===== config.mk =====
export PLATFORM = sky130hd
export DESIGN_NAME = mem_load_unit_flat
export DESIGN_NICKNAME = d
export VERILOG_FILES = /design/src/rtl/mem_load_unit_if.sv /design/src/rtl/mem_load_unit.sv /design/src/flat_wrapper.sv
export SDC_FILE = /design/constraint.sdc
export NUM_CORES = 1
export LEC_CHECK = 0
export CAP_MARGIN = 20
export CORE_MARGIN = 8
export CORE_UTILIZATION = 40
export CTS_CLUSTER_SIZE = 16
export DETAILED_ROUTE_END_ITERATION = 16
export PLACE_DENSITY = 0.67
export SLEW_MARGIN = 5
export SYNTH_ARGS = -nofsm -noshare
export SYNTH_HDL_FRONTEND = slang
export SYNTH_SLANG_ARGS = --single-unit

===== constraint.sdc =====
create_clock -name clk -period 3.8 [get_ports clk]
set_clock_uncertainty 0.05 [all_clocks]
set_input_delay 0.95 -clock clk [delete_from_list [all_inputs] [get_ports clk]]
set_output_delay 0.95 -clock clk [all_outputs]
set_load 0.05 [all_outputs]

===== src/rtl/mem_load_unit_if.sv =====
// mem_load_unit_if: bundles the EX request channel, the data-memory
// request/response channel and the writeback channel of mem_load_unit.
//   master : used by mem_load_unit (drives req_ready, misalign_err, dmem_*
//            request fields and the wb_* record)
//   slave  : used by the surrounding pipeline / memory model
// Request  : req_valid/req_ready, req_we, req_addr, req_size, req_unsigned,
//            req_rd, req_wdata, misalign_err, flush
// Memory   : dmem_req_valid/dmem_req_ready, dmem_we, dmem_addr, dmem_wdata,
//            dmem_wstrb, dmem_rsp_valid, dmem_rsp_rdata
// Writeback: wb_valid/wb_ready, wb_rd, wb_data
interface mem_load_unit_if #(
  parameter int XLEN    = 64,
  parameter int DATA_WD = 64
);
  logic                   flush;
  logic                   req_valid;
  logic                   req_ready;
  logic                   req_we;
  logic [XLEN-1:0]        req_addr;
  logic [1:0]             req_size;
  logic                   req_unsigned;
  logic [4:0]             req_rd;
  logic [XLEN-1:0]        req_wdata;
  logic                   misalign_err;

  logic                   dmem_req_valid;
  logic                   dmem_req_ready;
  logic                   dmem_we;
  logic [XLEN-1:0]        dmem_addr;
  logic [DATA_WD-1:0]     dmem_wdata;
  logic [DATA_WD/8-1:0]   dmem_wstrb;
  logic                   dmem_rsp_valid;
  logic [DATA_WD-1:0]     dmem_rsp_rdata;

  logic                   wb_valid;
  logic                   wb_ready;
  logic [4:0]             wb_rd;
  logic [XLEN-1:0]        wb_data;

  modport master (
    input  flush, req_valid, req_we, req_addr, req_size, req_unsigned,
           req_rd, req_wdata,
    output req_ready, misalign_err,
    output dmem_req_valid, dmem_we, dmem_addr, dmem_wdata, dmem_wstrb,
    input  dmem_req_ready, dmem_rsp_valid, dmem_rsp_rdata,
    output wb_valid, wb_rd, wb_data,
    input  wb_ready
  );

  modport slave (
    output flush, req_valid, req_we, req_addr, req_size, req_unsigned,
           req_rd, req_wdata,
    input  req_ready, misalign_err,
    input  dmem_req_valid, dmem_we, dmem_addr, dmem_wdata, dmem_wstrb,
    output dmem_req_ready, dmem_rsp_valid, dmem_rsp_rdata,
    input  wb_valid, wb_rd, wb_data,
    output wb_ready
  );
endinterface


===== src/rtl/mem_load_unit.sv =====
// mem_load_unit: memory stage between EX and WB with a variable-latency
// data-memory interface. Loads are tracked in an in-order queue of DEPTH
// entries; responses fill the oldest unanswered entry, and the head entry is
// extracted/extended and presented as a writeback record. Stores are posted.
// A flush kills all in-flight loads; killed entries drain silently once their
// response has returned.
// Ports:
//   clk, rst      : clock, synchronous active-high reset
//   bus (master)  : request, data-memory and writeback channels
//                   (see mem_load_unit_if)
//   perf_loads, perf_full_cycles : only when MEM_LOAD_PERF_EN is defined;
//                   retired-load count and full-queue stall cycles.
module mem_load_unit #(
  parameter int XLEN    = 64,
  parameter int DATA_WD = 64,
  parameter int DEPTH   = 4
) (
  input  logic        clk,
  input  logic        rst,
`ifdef MEM_LOAD_PERF_EN
  output logic [31:0] perf_loads,
  output logic [31:0] perf_full_cycles,
`endif
  mem_load_unit_if.master bus
);

  localparam int NB    = DATA_WD / 8;
  localparam int OFF_W = $clog2(NB);
  localparam int PTR_W = $clog2(DEPTH);
  localparam int EW    = (XLEN > DATA_WD) ? XLEN : DATA_WD;
  localparam int TOPD  = (EW > 63) ? 63 : EW - 1;
  localparam logic [PTR_W:0] DEPTH_C = (PTR_W + 1)'(DEPTH);

  // Queue storage
  logic [4:0]         rd_q   [DEPTH];
  logic [1:0]         size_q [DEPTH];
  logic               uns_q  [DEPTH];
  logic [OFF_W-1:0]   off_q  [DEPTH];
  logic               done_q [DEPTH];
  logic               kill_q [DEPTH];
  logic [DATA_WD-1:0] data_q [DEPTH];

  logic [PTR_W-1:0]   head, tail, rsp_ptr;
  logic [PTR_W:0]     count;
  logic [PTR_W:0]     pend;   // entries still waiting for their response

  logic [OFF_W-1:0]   req_off;
  logic [OFF_W-1:0]   align_mask;
  logic [NB-1:0]      lane_mask;
  logic               misaligned;
  logic               full;
  logic               accept_ok;
  logic               push, pop, rsp_take;
  logic               head_done, head_kill;

  // ---------------------------------------------------------------------------
  // Request side
  // ---------------------------------------------------------------------------
  assign req_off = bus.req_addr[OFF_W-1:0];
  assign full    = (count == DEPTH_C);

  always_comb begin
    align_mask = OFF_W'((32'd1 << bus.req_size) - 32'd1);
    // A doubleword on a 32-bit bus cannot be served; it is dropped like any
    // other misaligned access.
    misaligned = (|(req_off & align_mask)) ||
                 ((bus.req_size == 2'd3) && (DATA_WD < 64));
    lane_mask  = NB'((32'd1 << (32'd1 << bus.req_size)) - 32'd1);
  end

  assign accept_ok = bus.dmem_req_ready & ~bus.flush & (bus.req_we | ~full);

  assign bus.req_ready      = ~rst & (misaligned | accept_ok);
  assign bus.misalign_err   = ~rst & bus.req_valid & misaligned;
  assign bus.dmem_req_valid = ~rst & bus.req_valid & ~misaligned & ~bus.flush &
                              (bus.req_we | ~full);
  assign bus.dmem_we        = bus.req_we;
  assign bus.dmem_addr      = {bus.req_addr[XLEN-1:OFF_W], {OFF_W{1'b0}}};
  assign bus.dmem_wstrb     = lane_mask << req_off;
  assign bus.dmem_wdata     = DATA_WD'(bus.req_wdata) << {req_off, 3'b000};

  assign push = bus.dmem_req_valid & bus.dmem_req_ready & ~bus.req_we;

  // ---------------------------------------------------------------------------
  // Response / writeback side
  // ---------------------------------------------------------------------------
  assign rsp_take  = bus.dmem_rsp_valid & (pend != '0);
  assign head_done = done_q[head] & (count != '0);
  assign head_kill = kill_q[head];

  assign bus.wb_valid = ~rst & head_done & ~head_kill;
  assign pop          = head_done & (head_kill | bus.wb_ready);
  assign bus.wb_rd    = rd_q[head];

  logic [EW-1:0]   sh;
  logic [XLEN-1:0] ext;
  logic            sign;
  int unsigned     nbits;

  always_comb begin
    sh    = EW'(data_q[head]) >> {off_q[head], 3'b000};
    nbits = 32'd8 << size_q[head];
    case (size_q[head])
      2'd0:    sign = sh[7];
      2'd1:    sign = sh[15];
      2'd2:    sign = sh[31];
      default: sign = sh[TOPD];
    endcase
    sign = sign & ~uns_q[head];
    ext  = '0;
    for (int unsigned i = 0; i < XLEN; i++) begin
      ext[i] = (i < nbits) ? sh[i] : sign;
    end
  end

  assign bus.wb_data = ext;

  // ---------------------------------------------------------------------------
  // Queue control
  // ---------------------------------------------------------------------------
  // Pointer collisions cannot occur: push and pop share a slot only when the
  // queue is empty or full; a response never targets a done (poppable) entry
  // nor the entry being pushed, since pend excludes it.
  always_ff @(posedge clk) begin
    if (rst) begin
      head    <= '0;
      tail    <= '0;
      rsp_ptr <= '0;
      count   <= '0;
      pend    <= '0;
      for (int unsigned i = 0; i < DEPTH; i++) begin
        done_q[i] <= 1'b0;
        kill_q[i] <= 1'b0;
      end
    end else begin
      // Killing free slots too is harmless: a push re-initialises the slot.
      if (bus.flush) begin
        for (int unsigned i = 0; i < DEPTH; i++) kill_q[i] <= 1'b1;
      end
      if (rsp_take) begin
        done_q[rsp_ptr] <= 1'b1;
        rsp_ptr         <= rsp_ptr + 1'b1;
      end
      if (pop) begin
        done_q[head] <= 1'b0;
        kill_q[head] <= 1'b0;
        head         <= head + 1'b1;
      end
      if (push) begin
        done_q[tail] <= 1'b0;
        kill_q[tail] <= 1'b0;
        tail         <= tail + 1'b1;
      end
      count <= count + (PTR_W + 1)'(push) - (PTR_W + 1)'(pop);
      pend  <= pend + (PTR_W + 1)'(push) - (PTR_W + 1)'(rsp_take);
    end
  end

  // Payload fields need no reset: they are only read once done is set.
  always_ff @(posedge clk) begin
    if (rsp_take) data_q[rsp_ptr] <= bus.dmem_rsp_rdata;
    if (push) begin
      rd_q[tail]   <= bus.req_rd;
      size_q[tail] <= bus.req_size;
      uns_q[tail]  <= bus.req_unsigned;
      off_q[tail]  <= req_off;
    end
  end

`ifdef MEM_LOAD_PERF_EN
  always_ff @(posedge clk) begin
    if (rst) begin
      perf_loads       <= '0;
      perf_full_cycles <= '0;
    end else begin
      if (bus.wb_valid & bus.wb_ready) perf_loads <= perf_loads + 32'd1;
      if (bus.req_valid & ~bus.req_we & ~misaligned & bus.dmem_req_ready &
          ~bus.flush & full)
        perf_full_cycles <= perf_full_cycles + 32'd1;
    end
  end
`endif

endmodule


===== src/flat_wrapper.sv =====
// flat-port wrapper written by rule: the top's interface ports become plain ports
module mem_load_unit_flat 
#(
  parameter int XLEN    = 64,
  parameter int DATA_WD = 64,
  parameter int DEPTH   = 4
)
  (clk, rst, bus_flush, bus_req_valid, bus_req_we, bus_req_addr, bus_req_size, bus_req_unsigned, bus_req_rd, bus_req_wdata, bus_req_ready, bus_misalign_err, bus_dmem_req_valid, bus_dmem_we, bus_dmem_addr, bus_dmem_wdata, bus_dmem_wstrb, bus_dmem_req_ready, bus_dmem_rsp_valid, bus_dmem_rsp_rdata, bus_wb_valid, bus_wb_rd, bus_wb_data, bus_wb_ready);
  mem_load_unit_if #(.XLEN(XLEN), .DATA_WD(DATA_WD)) bus_i ();
  input  logic clk;
  input  logic rst;
  input wire logic [$bits(bus_i.flush)-1:0] bus_flush;
  input wire logic [$bits(bus_i.req_valid)-1:0] bus_req_valid;
  input wire logic [$bits(bus_i.req_we)-1:0] bus_req_we;
  input wire logic [$bits(bus_i.req_addr)-1:0] bus_req_addr;
  input wire logic [$bits(bus_i.req_size)-1:0] bus_req_size;
  input wire logic [$bits(bus_i.req_unsigned)-1:0] bus_req_unsigned;
  input wire logic [$bits(bus_i.req_rd)-1:0] bus_req_rd;
  input wire logic [$bits(bus_i.req_wdata)-1:0] bus_req_wdata;
  output wire logic [$bits(bus_i.req_ready)-1:0] bus_req_ready;
  output wire logic [$bits(bus_i.misalign_err)-1:0] bus_misalign_err;
  output wire logic [$bits(bus_i.dmem_req_valid)-1:0] bus_dmem_req_valid;
  output wire logic [$bits(bus_i.dmem_we)-1:0] bus_dmem_we;
  output wire logic [$bits(bus_i.dmem_addr)-1:0] bus_dmem_addr;
  output wire logic [$bits(bus_i.dmem_wdata)-1:0] bus_dmem_wdata;
  output wire logic [$bits(bus_i.dmem_wstrb)-1:0] bus_dmem_wstrb;
  input wire logic [$bits(bus_i.dmem_req_ready)-1:0] bus_dmem_req_ready;
  input wire logic [$bits(bus_i.dmem_rsp_valid)-1:0] bus_dmem_rsp_valid;
  input wire logic [$bits(bus_i.dmem_rsp_rdata)-1:0] bus_dmem_rsp_rdata;
  output wire logic [$bits(bus_i.wb_valid)-1:0] bus_wb_valid;
  output wire logic [$bits(bus_i.wb_rd)-1:0] bus_wb_rd;
  output wire logic [$bits(bus_i.wb_data)-1:0] bus_wb_data;
  input wire logic [$bits(bus_i.wb_ready)-1:0] bus_wb_ready;
  assign bus_i.flush = bus_flush;
  assign bus_i.req_valid = bus_req_valid;
  assign bus_i.req_we = bus_req_we;
  assign bus_i.req_addr = bus_req_addr;
  assign bus_i.req_size = bus_req_size;
  assign bus_i.req_unsigned = bus_req_unsigned;
  assign bus_i.req_rd = bus_req_rd;
  assign bus_i.req_wdata = bus_req_wdata;
  assign bus_req_ready = bus_i.req_ready;
  assign bus_misalign_err = bus_i.misalign_err;
  assign bus_dmem_req_valid = bus_i.dmem_req_valid;
  assign bus_dmem_we = bus_i.dmem_we;
  assign bus_dmem_addr = bus_i.dmem_addr;
  assign bus_dmem_wdata = bus_i.dmem_wdata;
  assign bus_dmem_wstrb = bus_i.dmem_wstrb;
  assign bus_i.dmem_req_ready = bus_dmem_req_ready;
  assign bus_i.dmem_rsp_valid = bus_dmem_rsp_valid;
  assign bus_i.dmem_rsp_rdata = bus_dmem_rsp_rdata;
  assign bus_wb_valid = bus_i.wb_valid;
  assign bus_wb_rd = bus_i.wb_rd;
  assign bus_wb_data = bus_i.wb_data;
  assign bus_i.wb_ready = bus_wb_ready;
  mem_load_unit #(.XLEN(XLEN), .DATA_WD(DATA_WD), .DEPTH(DEPTH)) u_core (.clk(clk), .rst(rst), .bus(bus_i));
endmodule

==> results.cfg, run 1 <==
[run_status]
status = complete, but fails checks
violations = negative setup slack

[sta]
fin_crit_sh_pct = 110
setup_tns_ns = -18.54
max_freq_ghz = 0.240
slew_headroom_pct = 42.9
layout_setup_ws_ns = -0.366
period_minus_slack_ns = 4.17
finalMaxSlewViolations = 0
worstMarginPinSlew_ns = 0.853
setup_violations = 63
hold_viol = 0
rsz0062_at_grt = true

[detailed_routing]
routed-via-count = 11700
drc = 0
detail-route-antenna-nets = 0
drt_iter0_drc = 793
routed_wl_um = 51200
wire_per_inst_um = 24.3
via_per_inst = 5.57
first_pass_iters = 7

[die]
rows = 74
die_y_um = 219
die_w_um = 219
start_util_pct = 40.4
coreArea_um2 = 40600
io_pins = 418
fp.dieArea_um2 = 47800

[global_route]
track_usage_pct = 20.0
grt_max_degree = 72
antenna_found_initial = 3
grt_pass1_vias = 11800
grt_overflow = 0
grt_pass1_wl_um = 73100

[worst_setup_path]
cp-end-kind = output port
reg2reg_depth = 12
critPathRequiredTime_ns = 2.80
r2r_setup_slack_ns = 1.01
r2r_end = u_core.count[2]$_SDFF_PP0_
critPathArrivalTime_ns = 3.17
cp_max_fo = 14
start_kind = flip-flop
path_class = reg -> out

[flow_run]
drv_cap = 0

[layout]
final_common_cell = edfxtp_1
drive_gt1_share_pct = 39.6
multi_input_area_um2 = 6800
areaGrowthSynthToFinish_pct = 42.7
final_cell_mix = 300 x edfxtp_1, 148 x clkdlybuf4s50_1, 127 x buf_4
fin_area_um2 = 23400
seqCellArea_um2 = 9460
fill_cells = 3132
nNetsFinal = 1780

[worst_hold_path]
hold_depth = 1
hold-path-endpoint = u_core.kill_q[2]$_SDFF_PP0_
min_path_type = reg -> reg
hp-start = u_core.kill_q[2]$_SDFF_PP0_

[logic_synthesis]
dominantRegCellSynth = edfxtp_1
ys_warn_count = 0
netlist_instances = 1213
async_flop_share_pct = 0
syn_avg_cell_area_um2 = 13.5
ys_ff_latch = 322
ys_seq_area_share_pct = 57.5
synth_area_um2 = 16400
synth_cell_types = 63
synth-edff-count = 300

[cts]
cts.clk_slew.worst_paths_ns = 0.06
cts_root_buffer = clkbuf_16
clock-sinks = 322
clk_latency_ns = 0.51
ctsLongestPathBuffers = 3
ctsHoldBuffers = 0
cts_tree = built
cts_buffers = 34
h-tree-depth = 2

[place]
io_buffer_count = 292
place_hpwl_um = 34900
placed_cell_area_um2 = 20600
gp_congestion = 0.945

[power]
p_per_area_nw_per_um2 = 456
vdd_drop_max_mv = 0.350
p_leak_nw = 8.36
## cell type report
class / instances / share of cell area [%]
Antenna cell: 1 / 0.0107
Inverter: 15 / 0.240
Timing Repair Buffer: 447 / 22.9
Clock inverter: 10 / 0.566
Clock buffer: 48 / 4.07
Sequential cell: 322 / 40.3
Tap cell: 532 / 2.84
Multi-Input combinational cell: 734 / 29.0
## where the power goes
group	total, mW	switching (mW)	internal [mW]
clock network	3.23	1.28	1.95
registers	4.38	0.0941	4.29
logic	3.08	1.78	1.30
## cell usage after synthesis (12+ instances only)
cell type	count	area share (%)
nor2_1	117	2.7
buf_2	14	0.43
and2_1	17	0.65
dfxtp_1	22	2.7
nor2b_1	13	0.50
buf_4	73	3.3
nand3_1	12	0.37
o21ai_0	52	1.6
mux2_2	48	3.3
nand2_2	18	0.69
mux4_2	74	10
a211oi_1	17	0.78
ha_1	16	1.2
a21oi_1	80	2.4
nand2_1	92	2.1
clkbuf_1	40	0.91
mux2i_1	77	4.7
edfxtp_1	300	55
inv_1	15	0.34
## registers in the layout, indices dropped and copies added (netlist names), named ones only
name            flops
u_core.head         2
u_core.rd_q        20
u_core.tail         2
u_core.rsp_ptr      2
u_core.data_q     256
u_core.off_q       12
u_core.pend         3
u_core.size_q       8
u_core.count        3
u_core.kill_q       4
u_core.uns_q        4
u_core.done_q       4
## worst max path at each step
stage               slack [ns]                          from  depth (start not counted)                 end
finish                   -0.37  u_core.off_q[1][0]$_DFFE_PP_                          9      bus_wb_data[8]
global placement           0.1                     flip-flop                          9      bus_wb_data[9]
detailed placement        0.05                     flip-flop                          9      bus_wb_data[9]
global route             -0.45                     flip-flop                         10     bus_wb_data[60]
CTS                      -0.30                     flip-flop                         11     bus_wb_data[62]
floorplan                -0.27               bus_req_addr[0]                          5  bus_dmem_wdata[45]
## cells by family (layout without fill, tap and decap cells)
logic type      Yosys count  count (layout)  share of synthesized area, %
mux                     203             204                          18.7
xor+xnor                  7               7                         0.373
other cells               1               4                        0.0228
compound gates          212             212                          8.00
flops                   322             322                          57.5
buf+inv                 160             520                          5.93
simple gates            290             290                          7.96
fa+ha+maj                18              18                          1.46
## per-layer routing
layer / GRT usage, % / wire [um] / vias up
met4: 4.63 / 1050 / 6
met3: 6.15 / 5230 / 82
met5: 0 / 35 / -
met1: 26.3 / 20400 / 5808
li1: - / - / 5245
met2: 32.2 / 24600 / 596
## through the flow
stage	hold WS (ns)	total power, mW	instances	utilization (%)	setup WS [ns]
after floorplan	0.385	6.20	1215	-	-0.274
final	0.413	10.7	2109	57.7	-0.366
after global placement	0.394	7.18	1975	50.6	0.0953
after detailed placement	0.403	7.21	1975	50.6	0.0516
after CTS	0.417	10.6	2080	55.9	-0.295
after global routing	0.427	11.1	2108	57.7	-0.454
## worst max-delay path, cell delays in order (launching register included)
cell	delay [ns]
edfxtp_1	0.44
mux4_4	0.72
buf_12	0.20
buf_6	0.12
clkbuf_16	0.18
buf_4	0.17
a211oi_2	0.29
a21oi_2	0.06
o21ai_2	0.29
buf_12	0.18
## timing repair
| action | in CTS | in global routing |
|---|---|---|
| gates resized for setup | 137 | 93 |
| cloned | 7 | 5 |
| setup endpoints to repair | 63 | 65 |
| setup buffers | 41 | 26 |
| pin swaps | 11 | 21 |
Note: power is estimated with default switching activity, not from simulation.
==> inputs of run 2 (changes only) <==
Clock period 3.8 ns to 4.6 ns, I/O delays scaled along.
==> results.cfg, run 2 (synthesis results as in run 1) <==
[cts]
cts_tree = built
clock-sinks = 322
ctsLongestPathBuffers = 3
cts_buffers = 36
cts.clk_slew.worst_paths_ns = 0.06
h-tree-depth = 2
clk_latency_ns = 0.51
cts_root_buffer = clkbuf_16

[sta]
worstMarginPinSlew_ns = 0.773
slew_headroom_pct = 48.5
fin_crit_sh_pct = 96.7
setup_tns_ns = 0
period_minus_slack_ns = 4.45
setup_violations = 0
rsz0062_at_grt = false
max_freq_ghz = 0.225
holdWs_ns = 0.424
finalMaxSlewViolations = 0
hold_viol = 0

[layout]
drive_gt1_share_pct = 27.8
final_common_cell = edfxtp_1
largest_register_ffs = 256
fin_cells = 2024
nNetsFinal = 1689
multi_input_area_um2 = 6110
areaGrowthSynthToFinish_pct = 30.8
regMostFlops = u_core.data_q
fin_area_um2 = 21500
final_cell_mix = 300 x edfxtp_1, 158 x clkdlybuf4s50_1, 117 x nor2_1
fill_cells = 3418
seqCellArea_um2 = 9460
largestRegisters = u_core.data_q: 256 flops, u_core.rd_q: 20 flops, u_core.off_q: 12 flops

[worst_setup_path]
cp_max_fo = 23
r2r_setup_slack_ns = 1.42
reg2reg_depth = 13
start_kind = flip-flop
critPathRequiredTime_ns = 3.40
r2r_end = u_core.count[2]$_SDFF_PP0_
cp-end-kind = output port
path_class = reg -> out
endpoint = bus_wb_data[14]
critPathArrivalTime_ns = 3.25

[detailed_routing]
routed-via-count = 11200
wire_per_inst_um = 24.1
drc = 0
via_per_inst = 5.55
routed_wl_um = 48700
detail-route-antenna-nets = 0
drt_iter0_drc = 908
first_pass_iters = 5

[die]
die_w_um = 219
rows = 74
die_y_um = 219
io_pins = 418
start_util_pct = 40.4
fp.dieArea_um2 = 47800
coreArea_um2 = 40600

[global_route]
grt_max_degree = 85
grt_pass1_vias = 11500
track_usage_pct = 19.8
grt_pass1_wl_um = 72300
antenna_found_initial = 9
grt_overflow = 0

[place]
gp_congestion = 0.935
io_buffer_count = 292
placed_cell_area_um2 = 20200
place_hpwl_um = 35900
dp_cells = 1945

[power]
vdd_drop_max_mv = 0.248
p_leak_nw = 7.58
p_per_area_nw_per_um2 = 398
power_mw = 8.56

[run_status]
status = finished, final reports clean

[worst_hold_path]
min_path_type = reg -> reg
hold_depth = 1

[flow_run]
drv_cap = 0
## run 2: repair_timing
item / in CTS / in global routing
endpoints found under the setup margin: 48 / 46
hold buffers: 0 / 0
buffers inserted: 3 / 7
cloned: 2 / 0
gates resized for setup: 8 / 13
pin swaps: 0 / 0
## run 2: stage by stage
stage          utilization, %  setup WS [ns]
2_1_floorplan               -         0.0823
4_1_cts                  52.6         0.0144
5_1_grt                  52.9        0.00647
3_5_place_dp             49.6          0.239
6_report                 52.9          0.150
3_3_place_gp             49.6          0.328
## run 2: cell type report
cell class	count	share of cell area, %
multi-input cells	735	28.4
well taps	532	3.10
inverters	15	0.262
diodes	3	0.0349
clock buffers	47	4.48
repair buffers	353	19.0
clock inverters	17	0.728
flip-flops and latches	322	44.0
## run 2: power breakdown
part / internal (mW) / leakage, nW / switching [mW]
clock network: 1.60 / 0.549 / 1.11
logic: 0.894 / 4.13 / 1.34
registers: 3.54 / 2.90 / 0.0749
## run 2: how the worst min path moves through the flow
stage | end | start
2_1_floorplan | u_core.kill_q[2]$_SDFF_PP0_ | u_core.kill_q[2]$_SDFF_PP0_
3_3_place_gp | u_core.kill_q[2]$_SDFF_PP0_ | u_core.kill_q[2]$_SDFF_PP0_
3_5_place_dp | u_core.kill_q[2]$_SDFF_PP0_ | u_core.kill_q[2]$_SDFF_PP0_
4_1_cts | u_core.kill_q[2]$_SDFF_PP0_ | u_core.kill_q[2]$_SDFF_PP0_
5_1_grt | u_core.kill_q[2]$_SDFF_PP0_ | u_core.kill_q[2]$_SDFF_PP0_
6_report | u_core.kill_q[2]$_SDFF_PP0_ | u_core.kill_q[2]$_SDFF_PP0_
## run 2: routing by layer
layer | up-vias | global-route usage, % | wire (um)
li1 | 5061 | - | -
met1 | 5504 | 25.5 | 19600
met2 | 573 | 31.7 | 22900
met3 | 77 | 7.26 | 5240
met4 | 12 | 4.18 | 851
met5 | - | 0 | 73
## run 2: worst max-delay path, stage by stage (launching register included)
cell and delay (ns):
dfxtp_4 0.45, mux4_4 0.76, buf_4 0.29, mux2_2 0.31, nor2_1 0.05, a211oi_1 0.27
a21oi_1 0.08, a21oi_1 0.26, buf_4 0.25
